**src/rtl/intra_recon_sum_pkg.sv**
```systemverilog
// Shared types and defaults for the intra reconstruction stage: residual width
// default, block geometry and the join FSM state encoding.
package intra_recon_sum_pkg;

    localparam int RECON_RES_W = 9;
    localparam int RECON_NPIX  = 16;
    localparam int RECON_BLK_W = 5;

    typedef enum logic [1:0] {
        RECON_IDLE      = 2'd0,
        RECON_HAVE_PRED = 2'd1,
        RECON_HAVE_RES  = 2'd2,
        RECON_CALC      = 2'd3
    } recon_state_e;

endpackage

```
**src/rtl/intra_recon_sum_if.sv**
```systemverilog
// Block-level bus between intra prediction / residual producers and the
// reconstruction stage. res_zero exists only when RECON_ZERO_SKIP_EN is defined.
interface intra_recon_sum_if #(
    parameter int RES_W = 9
);
    // Valid/ready contract: pred_valid, res_valid and sum_valid are one-cycle
    // pulses with no back-pressure; data is valid only in the cycle of its pulse.
    logic [4:0]             blk4x4_counter;
    logic                   pred_valid;
    logic [15:0][7:0]       intra_pred;
    logic                   res_valid;
    logic [15:0][RES_W-1:0] res;
`ifdef RECON_ZERO_SKIP_EN
    logic                   res_zero;
`endif
    logic [15:0][7:0]       sum;
    logic [4:0]             sum_blk4x4;
    logic                   sum_valid;
    logic [31:0]            sum_right_colum;
    logic [31:0]            sum_bottom_row;

    modport master (
`ifdef RECON_ZERO_SKIP_EN
        output res_zero,
`endif
        output blk4x4_counter, pred_valid, intra_pred, res_valid, res,
        input  sum, sum_blk4x4, sum_valid, sum_right_colum, sum_bottom_row
    );

    modport slave (
`ifdef RECON_ZERO_SKIP_EN
        input  res_zero,
`endif
        input  blk4x4_counter, pred_valid, intra_pred, res_valid, res,
        output sum, sum_blk4x4, sum_valid, sum_right_colum, sum_bottom_row
    );

endinterface

```
**src/rtl/recon_clip8.sv**
```systemverilog
// Saturates a signed W-bit sum to an 8-bit pixel: negative -> 0, above 255 -> 255.
module recon_clip8 #(
    parameter int W = 10
) (
    input  logic signed [W-1:0] d_i,
    output logic        [7:0]   q_o
);

    always_comb begin
        if (d_i[W-1]) begin
            q_o = 8'd0;
        end else if (|d_i[W-2:8]) begin
            q_o = 8'hFF;
        end else begin
            q_o = d_i[7:0];
        end
    end

endmodule

```
**src/rtl/intra_recon_sum.sv**
```systemverilog
// Joins a 4x4 prediction with its residual, adds and clips to 0..255, and returns
// the right column / bottom row to intra prediction. Option: RECON_ZERO_SKIP_EN.
module intra_recon_sum
    import intra_recon_sum_pkg::*;
#(
    parameter int RES_W = RECON_RES_W
) (
    input  logic               clk,
    input  logic               rst_n,
    input  logic               ena,
    intra_recon_sum_if.slave   bus,
    output logic               proto_err,
    output recon_state_e       state_dbg_o
);

    localparam int SW = RES_W + 1;

    recon_state_e              state_q, state_d;
    logic                      proto_err_q, proto_err_d;
    logic                      join_w;
    logic                      zero_skip_w;
    logic [15:0][7:0]          pred_q;
    logic [15:0][RES_W-1:0]    res_q;
    logic [4:0]                blk_q;
    logic [15:0][7:0]          pred_op;
    logic [15:0][RES_W-1:0]    res_op;
    logic [4:0]                blk_op;
    logic signed [SW-1:0]      sum_d  [RECON_NPIX];
    logic signed [SW-1:0]      s1_q   [RECON_NPIX];
    logic [4:0]                s1_blk_q;
    logic [15:0][7:0]          clip_w;
    logic [15:0][7:0]          sum_q;
    logic [4:0]                sum_blk_q;
    logic                      sum_valid_q;

`ifdef RECON_ZERO_SKIP_EN
    // A zero-residual prediction only short-cuts the join when nothing is pending.
    assign zero_skip_w = bus.pred_valid & bus.res_zero &
                         ((state_q == RECON_IDLE) || (state_q == RECON_CALC));
`else
    assign zero_skip_w = 1'b0;
`endif

    always_comb begin
        state_d     = state_q;
        proto_err_d = proto_err_q;
        join_w      = 1'b0;
        case (state_q)
            RECON_HAVE_PRED: begin
                if (bus.pred_valid) proto_err_d = 1'b1;
                if (bus.res_valid)  join_w      = 1'b1;
            end
            RECON_HAVE_RES: begin
                if (bus.res_valid)  proto_err_d = 1'b1;
                if (bus.pred_valid) join_w      = 1'b1;
            end
            default: begin
                if (zero_skip_w || (bus.pred_valid && bus.res_valid)) begin
                    join_w = 1'b1;
                end else if (bus.pred_valid) begin
                    state_d = RECON_HAVE_PRED;
                end else if (bus.res_valid) begin
                    state_d = RECON_HAVE_RES;
                end else begin
                    state_d = RECON_IDLE;
                end
            end
        endcase
        if (join_w) state_d = RECON_CALC;
    end

    // Operands at the join: a pulse arriving this cycle wins over the held copy.
    always_comb begin
        blk_op = bus.pred_valid ? bus.blk4x4_counter : blk_q;
        for (int i = 0; i < RECON_NPIX; i++) begin
            pred_op[i] = bus.pred_valid ? bus.intra_pred[i] : pred_q[i];
            res_op[i]  = zero_skip_w ? '0 : (bus.res_valid ? bus.res[i] : res_q[i]);
            sum_d[i]   = $signed({{(SW-8){1'b0}}, pred_op[i]}) +
                         $signed({res_op[i][RES_W-1], res_op[i]});
        end
    end

    for (genvar g = 0; g < RECON_NPIX; g++) begin : g_clip
        recon_clip8 #(.W(SW)) u_clip (
            .d_i (s1_q[g]),
            .q_o (clip_w[g])
        );
    end

    always_ff @(posedge clk or negedge rst_n) begin
        if (!rst_n) begin
            state_q     <= RECON_IDLE;
            proto_err_q <= 1'b0;
            pred_q      <= '0;
            res_q       <= '0;
            blk_q       <= '0;
            s1_blk_q    <= '0;
            sum_q       <= '0;
            sum_blk_q   <= '0;
            sum_valid_q <= 1'b0;
            for (int i = 0; i < RECON_NPIX; i++) s1_q[i] <= '0;
        end else if (ena) begin
            state_q     <= state_d;
            proto_err_q <= proto_err_d;
            if (bus.pred_valid) begin
                pred_q <= bus.intra_pred;
                blk_q  <= bus.blk4x4_counter;
            end
            if (bus.res_valid) res_q <= bus.res;
            if (join_w) begin
                s1_blk_q <= blk_op;
                for (int i = 0; i < RECON_NPIX; i++) s1_q[i] <= sum_d[i];
            end
            // Stage 1 holds valid sums exactly while the FSM sits in CALC.
            sum_valid_q <= (state_q == RECON_CALC);
            if (state_q == RECON_CALC) begin
                sum_q     <= clip_w;
                sum_blk_q <= s1_blk_q;
            end
        end else begin
            sum_valid_q <= 1'b0;
        end
    end

    assign bus.sum             = sum_q;
    assign bus.sum_blk4x4      = sum_blk_q;
    assign bus.sum_valid       = sum_valid_q;
    assign bus.sum_right_colum = {sum_q[15], sum_q[11], sum_q[7], sum_q[3]};
    assign bus.sum_bottom_row  = sum_q[15:12];
    assign proto_err           = proto_err_q;
    assign state_dbg_o         = state_q;

endmodule

```
**src/flat_wrapper.sv**
```systemverilog
// flat-port wrapper written by rule: the top's interface ports become plain ports
module intra_recon_sum_flat import intra_recon_sum_pkg::*;
#(
    parameter int RES_W = RECON_RES_W
)
  (clk, rst_n, ena, proto_err, state_dbg_o, bus_blk4x4_counter, bus_pred_valid, bus_intra_pred, bus_res_valid, bus_res, bus_sum, bus_sum_blk4x4, bus_sum_valid, bus_sum_right_colum, bus_sum_bottom_row);
  intra_recon_sum_if #(.RES_W(RES_W)) bus_i ();
  input  logic clk;
  input  logic rst_n;
  input  logic ena;
  output logic proto_err;
  output recon_state_e state_dbg_o;
  input wire logic [$bits(bus_i.blk4x4_counter)-1:0] bus_blk4x4_counter;
  input wire logic [$bits(bus_i.pred_valid)-1:0] bus_pred_valid;
  input wire logic [$bits(bus_i.intra_pred)-1:0] bus_intra_pred;
  input wire logic [$bits(bus_i.res_valid)-1:0] bus_res_valid;
  input wire logic [$bits(bus_i.res)-1:0] bus_res;
  output wire logic [$bits(bus_i.sum)-1:0] bus_sum;
  output wire logic [$bits(bus_i.sum_blk4x4)-1:0] bus_sum_blk4x4;
  output wire logic [$bits(bus_i.sum_valid)-1:0] bus_sum_valid;
  output wire logic [$bits(bus_i.sum_right_colum)-1:0] bus_sum_right_colum;
  output wire logic [$bits(bus_i.sum_bottom_row)-1:0] bus_sum_bottom_row;
  assign bus_i.blk4x4_counter = bus_blk4x4_counter;
  assign bus_i.pred_valid = bus_pred_valid;
  assign bus_i.intra_pred = bus_intra_pred;
  assign bus_i.res_valid = bus_res_valid;
  assign bus_i.res = bus_res;
  assign bus_sum = bus_i.sum;
  assign bus_sum_blk4x4 = bus_i.sum_blk4x4;
  assign bus_sum_valid = bus_i.sum_valid;
  assign bus_sum_right_colum = bus_i.sum_right_colum;
  assign bus_sum_bottom_row = bus_i.sum_bottom_row;
  intra_recon_sum #(.RES_W(RES_W)) u_core (.clk(clk), .rst_n(rst_n), .ena(ena), .bus(bus_i), .proto_err(proto_err), .state_dbg_o(state_dbg_o));
endmodule
```
**config.mk**
```make
export PLATFORM = sky130hd
export DESIGN_NAME = intra_recon_sum_flat
export DESIGN_NICKNAME = d
export VERILOG_FILES = /design/src/rtl/intra_recon_sum_pkg.sv /design/src/rtl/intra_recon_sum_if.sv /design/src/rtl/recon_clip8.sv /design/src/rtl/intra_recon_sum.sv /design/src/flat_wrapper.sv
export SDC_FILE = /design/constraint.sdc
export NUM_CORES = 1
export LEC_CHECK = 0
export CAP_MARGIN = 10
export CORE_ASPECT_RATIO = 1.75
export CORE_MARGIN = 2
export CORE_UTILIZATION = 45
export DETAILED_ROUTE_END_ITERATION = 12
export HOLD_SLACK_MARGIN = 0.12
export PLACE_DENSITY = 0.67
export SYNTH_ARGS = -nofsm -noshare
export SYNTH_HDL_FRONTEND = slang
export SYNTH_SLANG_ARGS = --single-unit
```
**constraint.sdc**
```tcl
create_clock -name clk -period 4 [get_ports clk]
set_input_delay 0.8 -clock clk [delete_from_list [all_inputs] [get_ports clk]]
set_output_delay 0.8 -clock clk [all_outputs]
set_load 0.005 [all_outputs]
```
# Word-level counts from Yosys, hierarchy flattened
# Index checks and enable logic that the tools add are counted.
dict set report op_classes {
  addsub 16
  eq_ne 7
  n_mux 78
  n_reduce_logical 9
}
# operator count
set ops {}
lappend ops {{2-to-1 mux 8 bit} 48}
lappend ops {{adder 9 x 9 -> 10 bit} 16}
lappend ops {{2-to-1 mux 9 bit} 16}
lappend ops {{2-to-1 mux 2 bit} 5}
lappend ops {{AND reduction 2 bit} 4}
lappend ops {{2-to-1 mux 1 bit} 6}
lappend ops {{2-to-1 mux 5 bit} 1}
lappend ops {{== test 2 bit (second input constant)} 2}
lappend ops {{inequality test 2 x 1 -> 1 bit (second input constant)} 2}
lappend ops {{inequality test 2 bit (second input constant)} 2}
lappend ops {{case mux 1 bit (2 select lines)} 2}
lappend ops {{AND reduction 4 bit} 1}
lappend ops {{AND reduction 3 bit} 1}
lappend ops {{== test 2 x 1 -> 1 bit (second input constant)} 1}
lappend ops {{nonzero test 2 bit} 1}
lappend ops {{OR reduction 2 bit} 1}
lappend ops {{logical AND 1 bit} 1}
dict set report word_totals {
  reg_bits 579
  in_bits 282
  output_inout_bits 201
  elab_cells 180
}

# Longest topological paths before layout
# Gate-level depths: netlist (run 1).
dict set report depth {
  ltp_word 5
  mapped_depth 12
  ltp_nobuf 9
}

# By module
# Synthesis (run 1) repeated with hierarchy kept, for this count alone.
dict set report hier_totals {
  hier_cells 2671
  area_unflattened_um2 31691.6
}
# mod n_inst cells_per_inst area_each_um2 seq_area_each_um2
set by_module_without_submodules {}
lappend by_module_without_submodules {intra_recon_sum 1 2527 30230.2 14488.9}
lappend by_module_without_submodules {recon_clip8 16 9 91.3 0.0}

# Worst setup path before layout (run 1)
# No wires, ideal clock.
dict set report synth_path {
  kind {input to register}
  start {in bus_res_valid}
  end {reg u_core.s1_q[78] (netlist name)}
  setup_time_ps 135
  arrival_time_ps 3284
  t_required_ps 3865
  slack_ps 581
  stages 11
  n_path_buf 3
  cell_sequence {buf_2 > clkbuf_1 > buf_2 > mux2_2 > ha_1 > fa_1 > a211oi_1 > o21ai_0 > a31oi_1 > xnor2_1 > o21ai_0}
}
dict set report synth_between {
  elab_chain_len 4
  elab_cells_between_ends 7
  cone_classes {1 x add/sub; 4 x mux; 2 x reduce/logical}
}
# item line
set synth_lines {}
lappend synth_lines {{start, declared} flat_wrapper.sv:16} ;# input wire logic [$bits(bus_i.res_valid)-1:0] bus_res_valid;
lappend synth_lines {{parallel branches: the longest is 4 deep, another holds adder 9 x 9 -> 10 bit} n/a}
lappend synth_lines {{end, declared} intra_recon_sum.sv:29} ;# logic signed [SW-1:0] s1_q [RECON_NPIX];
# Parallel ways; which one is timed is not known.
# A chain may end at the register's enable or synchronous reset.

# Worst setup path in the final report (run 1)
dict set report layout_path {
  start {in bus_pred_valid}
  end {reg u_core.s1_q[159] (netlist name)}
}
dict set report layout_between {
  elab_chain_len 4
  elab_cells_between_ends 7
  cone_classes {1 x add/sub; 4 x mux; 2 x reduce/logical}
}
# item line
set layout_lines {}
lappend layout_lines {{start, declared} flat_wrapper.sv:14} ;# input wire logic [$bits(bus_i.pred_valid)-1:0] bus_pred_valid;
lappend layout_lines {{parallel branches: the longest is 4 deep, another holds adder 9 x 9 -> 10 bit} n/a}
# Parallel ways; which one is timed is not known.

==> results of run 1 <==
where the power goes:
part,switching (mW),internal (mW)
Clock,2.28,3.09
Sequential,1.45,7.74
Combinational,4.11,4.57
cells in the final DEF (no fill, tap or decap), types with 8 or more instances in the layout:
| cell type | instances |
|---|---|
| clkdlybuf4s50_1 | 479 |
| nor2b_1 | 20 |
| o21bai_1 | 8 |
| ha_1 | 131 |
| a211o_1 | 8 |
| xnor2_1 | 34 |
| nor3_1 | 14 |
| a21oi_1 | 52 |
| mux2i_1 | 55 |
| a22o_1 | 8 |
| fa_1 | 16 |
| clkbuf_1 | 13 |
| xor2_1 | 40 |
| inv_1 | 63 |
| or2_2 | 9 |
| o21ai_1 | 52 |
| dfrtp_1 | 579 |
| a21o_1 | 26 |
| nand2_1 | 307 |
| o31ai_1 | 167 |
| buf_4 | 26 |
| o22a_1 | 8 |
| o21a_1 | 23 |
| a211oi_1 | 31 |
| mux2_2 | 529 |
| o21ai_0 | 110 |
| buf_12 | 18 |
| nor2_1 | 209 |
| clkinv_2 | 10 |
| clkbuf_16 | 57 |
| o41ai_2 | 8 |
per-stage QoR:
step	cell area, um2	setup slack, ns	hold WS, ns
global placement	36300	0.544	0.456
finish	38100	1.09	0.219
detailed placement	36300	0.470	0.460
CTS	38100	1.14	0.298
global route	38100	0.957	0.289
floorplan	31000	0.581	0.444
cell families after synthesis:
kind of cell             synth area share [%]
buffers and inverters                    4.96
multiplexers                             21.0
XOR/XNOR                                 2.09
AND/OR/NAND/NOR                          7.47
flip-flops                               46.7
AO/OA/AOI/OAI                            11.5
adder cells (fa/ha/maj)                  6.32
final timing paths:
check,startpoint,to,slack (ns),cells past startpoint
hold / removal,rst_n,u_core.pred_q[13],0.22,1
min in group clk,u_core.proto_err,u_core.proto_err,0.47,1
max in group asynchronous,rst_n,u_core.s1_q[29],2.61,2
setup reg to reg,u_core.res_q[81],u_core.s1_q[66],1.52,8
setup / recovery,bus_pred_valid,u_core.s1_q[159],1.09,10
hold reg to reg,u_core.proto_err,u_core.proto_err,0.47,1
metal layers:
metal  vias to the layer above  track usage, %  share of wire, %  wire length, um
li1                      10500               -                 -                -
met4                        22            7.34               3.0             2400
met2                       548            40.1                51            40400
met1                     11000            26.3                40            32200
met5                         -               0              0.17              133
met3                       136            5.12               5.9             4670
worst max-delay path: cells and delay by family:
| kind | cells | cell delay [ns] |
|---|---|---|
| AOI/OAI and AO/OA | 3 | 0.89 |
| buffers and inverters | 3 | 0.70 |
| muxes | 1 | 0.42 |
| adders and majority gates | 1 | 0.32 |
| and+or+nand+nor | 2 | 0.23 |
layout make-up:
class | count | area, um2
well taps | 903 | 1130
multi-input cells | 1915 | 15000
clock inverters | 19 | 253
fillers | 5809 | 30200
diodes | 3 | 7.51
inverters | 64 | 240
clock buffers | 76 | 1560
flip-flops and latches | 579 | 14500
repair buffers | 526 | 5390
sequential cells by signal, summed over array words and instances (netlist names), 2 cells and up:
register,count
u_core.bus.sum,128
u_core.s1_blk_q,5
u_core.s1_q,160
u_core.res_q,144
u_core.state_dbg_o,2
u_core.pred_q,128
u_core.bus.sum_blk4x4,5
u_core.blk_q,5
==> results, run 1 <==
- The critical path is of the in2reg type.
- In the synthesized netlist, the cells that appear most often are 579 x dfrtp_1, 529 x mux2_2, 310 x nand2_1.
- The number of warnings printed during yosys synthesis is 0.
- The data arrival time of the critical path is around 3.4 ns.
- The max-capacitance violation count is 0.
- The max-slew headroom at the worst pin is 28.5%.
- The later pin in the worst-skew pair is clocked with a latency of about 0.62 ns.
- Of the synthesized area, sequential elements account for between 40% and 50%.
- In this run the tool buffered the top-level ports with ~480 buffer cells.
- The biggest area consumer among synthesized cells is dfrtp_1.
- The most frequent cell after synthesis is dfrtp_1.
- The total number of clock tree sinks is ~580.
- The DRC marker count from the first detailed-route iteration is just under 900.
- Adding up every negative setup slack in the final design gives 0 ns.
- The fraction of registers with async set/reset is between 90% and 100%.
- The largest individual stage delay along the critical path comes from the cell mux2i_1.
- The type of element launching the critical path is an input port.
- Dividing total power by cell area gives a power density of 610 mW/mm2.
- The final count of hold timing violations is 0.
- The wire-length estimate of the detail-placed layout is approximately 60000 um.
- Summed over its instances, the top area cell type makes up between 40% and 50% of the synthesized netlist area.
- The share of the clock period used by the worst path after layout is 72.7%.
- The global-route usage over all layers is about 22%.
- The count of nets left with antenna violations once routing finished came out at 0.
- Global routing finished with a remaining overflow of 0.
- The starting utilization of the core area is a little under half.
- Summed over all cells, the static leakage comes to 16.7 nW.
- Counting along the longest clock path gives a buffer depth of 3.
- The count of placed standard cells in the final layout, fillers left out is just over 4k.
- The maximum fanout along the worst path is 32.
- The cell sitting at the root of the clock tree is a clkbuf_16.
- The share of the core filled with cells in the final layout is a little under three fifths.
- The number of different library cells in the post-synthesis netlist is 47.
- The wire length reported by the detailed router is roughly 80000 um.
- The number of setup buffers added after CTS is 0.
- Between clock sinks in the finished design, the worst skew comes to 0.0112 ns.
- Yosys attributes the largest share of cell area to dfrtp_1 47%, mux2_2 19%, ha_1 5.3%.
- The number of enable-type register cells in the synthesized netlist is 0.
- Overall power consumption after layout is estimated at ~23 mW.
- The post-route minimum period is just under 3 ns.
- After synthesis, the mean cell area works out to ~11 um2.
- The class of the most critical hold timing path is in2async.
- The number of remaining DRC errors is 0.
- The run finished with clean final reports.
- In the synthesized netlist, the number of instances is about 2.8k.
- The detail-routed via count per cell is 5.43.
- The site row count is about 130.
- The die is 351 um tall.
- The CTS tree is done.
- Timing would allow up to between 300 and 400 MHz.
- The share of cells above drive strength 1 is a little over a fifth.
- The post-synthesis net count is about 3.2k.
- In this run, CTS created clock tree buffers numbering between 50 and 60.
- The number of antenna violations at the first check in global routing is 14.
- The net count of the finished layout is 3569.
- The number of top-level design ports is slightly below 500.
- At the pin with the least slew margin, the transition time is between 1 and 1.5 ns.
- The area of the core region is 0.0683 mm2.
- The wire length of the first global-routing pass is roughly 130000 um.
- The CTS H-tree depth is 2.
- The total die area is roughly 0.07 mm2.
- Setup repair after global routing left no endpoint under its margin.
- Among all flip-flop cells after synthesis, the most frequent one is dfrtp_1.
- The global placement routability congestion is 0.857.
- In this run, post-CTS hold repair placed 0 buffers.
- The mapped cell area is about 0.031 mm2.
- The pre-antenna-repair detailed-routing pass consisted of 5 iterations.
- After detailed placement, the design holds a cell count of between 3k and 4k.
- The clock slew seen by the registers of the worst setup and hold paths is 0.07 ns.
- The final route contains about 22k vias.
- The die span in x is roughly 200 um.
- Setup violations remaining at the end of the flow were counted as 0.
- Once the clock tree was built, the resizer swapped 0 gates to a different size.
- The peak supply drop is roughly 0.43 mV.
- Entering global routing, the biggest net connects 149 pins.
- The highest cell delay on the worst timing path is roughly 0.42 ns.
- Walking the worst path, the cells encountered are buf_6 > buf_12 > mux2i_1 > inv_1 > ha_1 > a211oi_1 > nor2_1 > o31ai_1 > nor2_1 > o41ai_2.
- The worst setup path is captured at a flip-flop.
- STA puts the critical path data required time at 4.51 ns.
- The via count of the first global-routing pass is 23.2k.
- The count of state elements after synthesis is about 580.
- The most repeated library cell on the critical path is nor2_1.
- The total count of max-transition violations in the final report is 0.
- After detailed routing, the average wire length per cell comes to 19.5 um.
- The area growth from synthesis to layout is 22.8%.
Power figures use the tool's default switching activity.
==> run 2: changes to the inputs <==
==> constraint.sdc (replaced) <==
create_clock -name clk -period 2.7 [get_ports clk]
set_input_delay 0.54 -clock clk [delete_from_list [all_inputs] [get_ports clk]]
set_output_delay 0.54 -clock clk [all_outputs]
set_load 0.005 [all_outputs]
==> run 2 against run 1 <==
- worst setup slack got worse by 0.82 ns
- non-clock buffer count increased by 241
- cell count grew 6.1%
- cell area increased by 5.9%
- total power is 56% higher
- count of clock-buffer cells in the layout down 3
- clock skew rose by 0.013 ns
- wire length increased by 7.2%
==> results, run 2 (same netlist as run 1, synthesis figures left out) <==
- The number of remaining DRC errors is 0.
- The class of the most critical hold timing path is in2async.
- The clock slew seen by the registers of the worst setup and hold paths is around 0.070 ns.
- The worst-skew pair later-pin latency is just over 0.6 ns.
- The CTS H-tree depth is 2.
- The run finished with clean final reports.
- In the layout the commonest cells are 579 x dfrtp_1, 527 x mux2_2, 479 x clkdlybuf4s50_1, 307 x nand2_1, 253 x buf_4.
- The die is between 300 and 400 um tall.
- The number of top-level design ports is 483.
- The maximum root-to-sink buffer count is 3.
- The largest register by flop count is u_core.s1_q.
- The first global-routing pass estimated 133000 um of wire.
- Broken down by cell family, the worst path's largest delay share belongs to compound AO/OA/AOI/OAI gates.
- The global-route usage over all layers is around a quarter.
- The total die area is between 0.07 and 0.08 mm2.
- The register-to-register setup slack is ~0.32 ns.
- The maximum fanout along the worst path is 16.
- The number of flip-flops in the largest register is 160.
- The data required time at the worst endpoint is between 3 and 4 ns.
- Setup repair after global routing left no endpoint under its margin.
- The total global routing overflow is 0.
- The number of cells after detailed placement is 4227.
- Once the floorplan was initialized, standard cells occupied between 40% and 50% of the core.
- The worst setup path is captured at a flip-flop.
- The synthesis-to-finish area growth is 30.0%.
- STA classifies the critical path startpoint as an input port.
- Leaving out fill and tap cells, the most frequent cell in the layout is dfrtp_1.
- The global placement routability congestion is ~0.89.
- The signal on the critical path passes through buf_6 > buf_12 > buf_12 > mux2i_1 > inv_1 > ha_1 > a211oi_1 > nor2_1 > o31ai_1 > nor2_1 > o41ai_2.
- The number of antenna violations at the first check in global routing is 8.
- The total via count after detailed routing is around 23k.
- In the finished design, the share of the clock period the worst path needs comes to 90.0%.
- In this run the remaining antenna-violating nets after routing total 0.
- The largest net degree at the start of global routing is about 120.
- The number of input and output port buffers inserted is 482.
- In this run the clock root is driven by a clkbuf_16.
- The final count of hold timing violations is 0.
- Row generation in the floorplan step produced 127 rows.
- The count of placed standard cells in the final layout, fillers left out is 4336.
- The share of cells above drive strength 1 is between 20% and 30%.
- The total count of max-transition violations in the final report is 0.
- The average wire length per cell after detail routing is 19.7 um.
- Detailed placement ended at an HPWL of 65100 um.
- TritonCTS built the clock tree.
- The routed design could run at a clock period as short as 2.43 ns.
- The die is a little over 200 um wide.
- The largest registers in the layout are u_core.s1_q: 160 flops, u_core.res_q: 144 flops.
- The worst reg2reg path depth is 8.
- The peak supply drop is ~0.64 mV.
- In this run the worst setup path terminates at u_core.s1_q[119].
- The DRC marker count from the first detailed-route iteration is about 1.2k.
- The worst clock skew is ~0.025 ns.
- The data arrival time of the critical path is around 3 ns.
- The clock buffer count from CTS is between 50 and 60.
- Using the TritonRoute via totals, the vias-per-cell ratio works out to 5.35.
- The pre-antenna-repair detailed-routing pass consisted of 5 iterations.
- In this run the number of cells on the critical path is 11.
- Counting the fill cells in the layout gives about 5.7k.
- The worst setup path is of the in2reg kind.
- Setup violations remaining at the end of the flow were counted as 0.
- In this run the static leakage power is roughly 18 nW.
- Final hold analysis gives a worst-case slack of 0.432 ns.
- The buffer and inverter count on the worst path is 4.
- The worst flop-to-flop path startpoint is u_core.pred_q[72].
- The via count of the first global-routing pass is 24.6k.
- The worst register-to-register path ends at u_core.s1_q[66].
- The highest cell delay on the worst timing path is 0.37 ns.
- The net total in the final layout is between 3k and 4k.
- The wire length reported by the detailed router is around 86000 um.
- The finished cells cover ~0.040 mm2.
- The transition time at the pin with the least slew margin is about 0.54 ns.
- The design draws between 30 and 40 mW.
- The library cell contributing the largest single delay on the critical path is o31ai_1.
- The total power divided by cell area is between 800 and 900 mW/mm2.
- The worst pin sits at a relative slew slack of a little under two thirds.
- The most critical setup path has its startpoint at bus_pred_valid.
- The area of the core region is ~0.068 mm2.
- The total placed instance area is about 0.038 mm2.
- Across the run, the number of max-cap violations was 0.
- The maximum frequency from static timing analysis is around 400 MHz.
- The total number of clock tree sinks is between 500 and 600.
-- run 2: final cells by class --
cell class                 instances  area, um2  area share [%]
timing repair buffer             767       7360            18.3
clock buffer                      73       1590            3.93
inverter                          64        240           0.596
multi-input combinational       1915      15100            37.4
tap                              903       1130            2.80
clock inverter                    30        404            1.00
sequential                       579      14500            35.9
antenna                            5       12.5          0.0310
-- run 2: repair_timing --
| item | CTS | global route |
|---|---|---|
| buffers inserted | 0 | 0 |
| gates resized for setup | 0 | 0 |
| hold endpoints to repair | 31 | 0 |
| hold buffers | 1 | 0 |
| setup endpoints to repair | 0 | 0 |
-- run 2: per-layer routing --
| metal | up-vias | part of all wire, % | GRT usage, % |
|---|---|---|---|
| li1 | 11000 | - | - |
| met1 | 11500 | 40 | 27.6 |
| met3 | 138 | 4.9 | 4.18 |
| met2 | 578 | 52 | 43.8 |
| met5 | - | 0.048 | 0 |
| met4 | 6 | 3.1 | 8.21 |
-- run 2: where the power goes --
group          internal, mW  switching (mW)
Sequential             11.5            2.31
Combinational          7.59            6.35
Clock                  5.00            3.49
-- run 2: worst min path at each step --
stage,startpoint,to,slack (ns),cells past startpoint
after detailed placement,u_core.s1_q[84],u_core.s1_q[84],0.47,1
after global routing,rst_n,u_core.pred_q[15],0.45,2
final,rst_n,u_core.res_q[91],0.43,2
after floorplan,rst_n,u_core.blk_q[0],0.24,0
after global placement,u_core.bus.sum[84],u_core.bus.sum[84],0.46,2
after CTS,rst_n,u_core.pred_q[14],0.40,2
-- run 2: metrics by stage --
step	TNS [ns]	utilization [%]	setup WS [ns]
finish	0	59.0	0.270
global route	0	59.0	0.129
CTS	0	59.0	0.326
detailed placement	-14.82	56.1	-0.321
global placement	-10.41	56.1	-0.294
floorplan	-0.0564	-	-0.0472
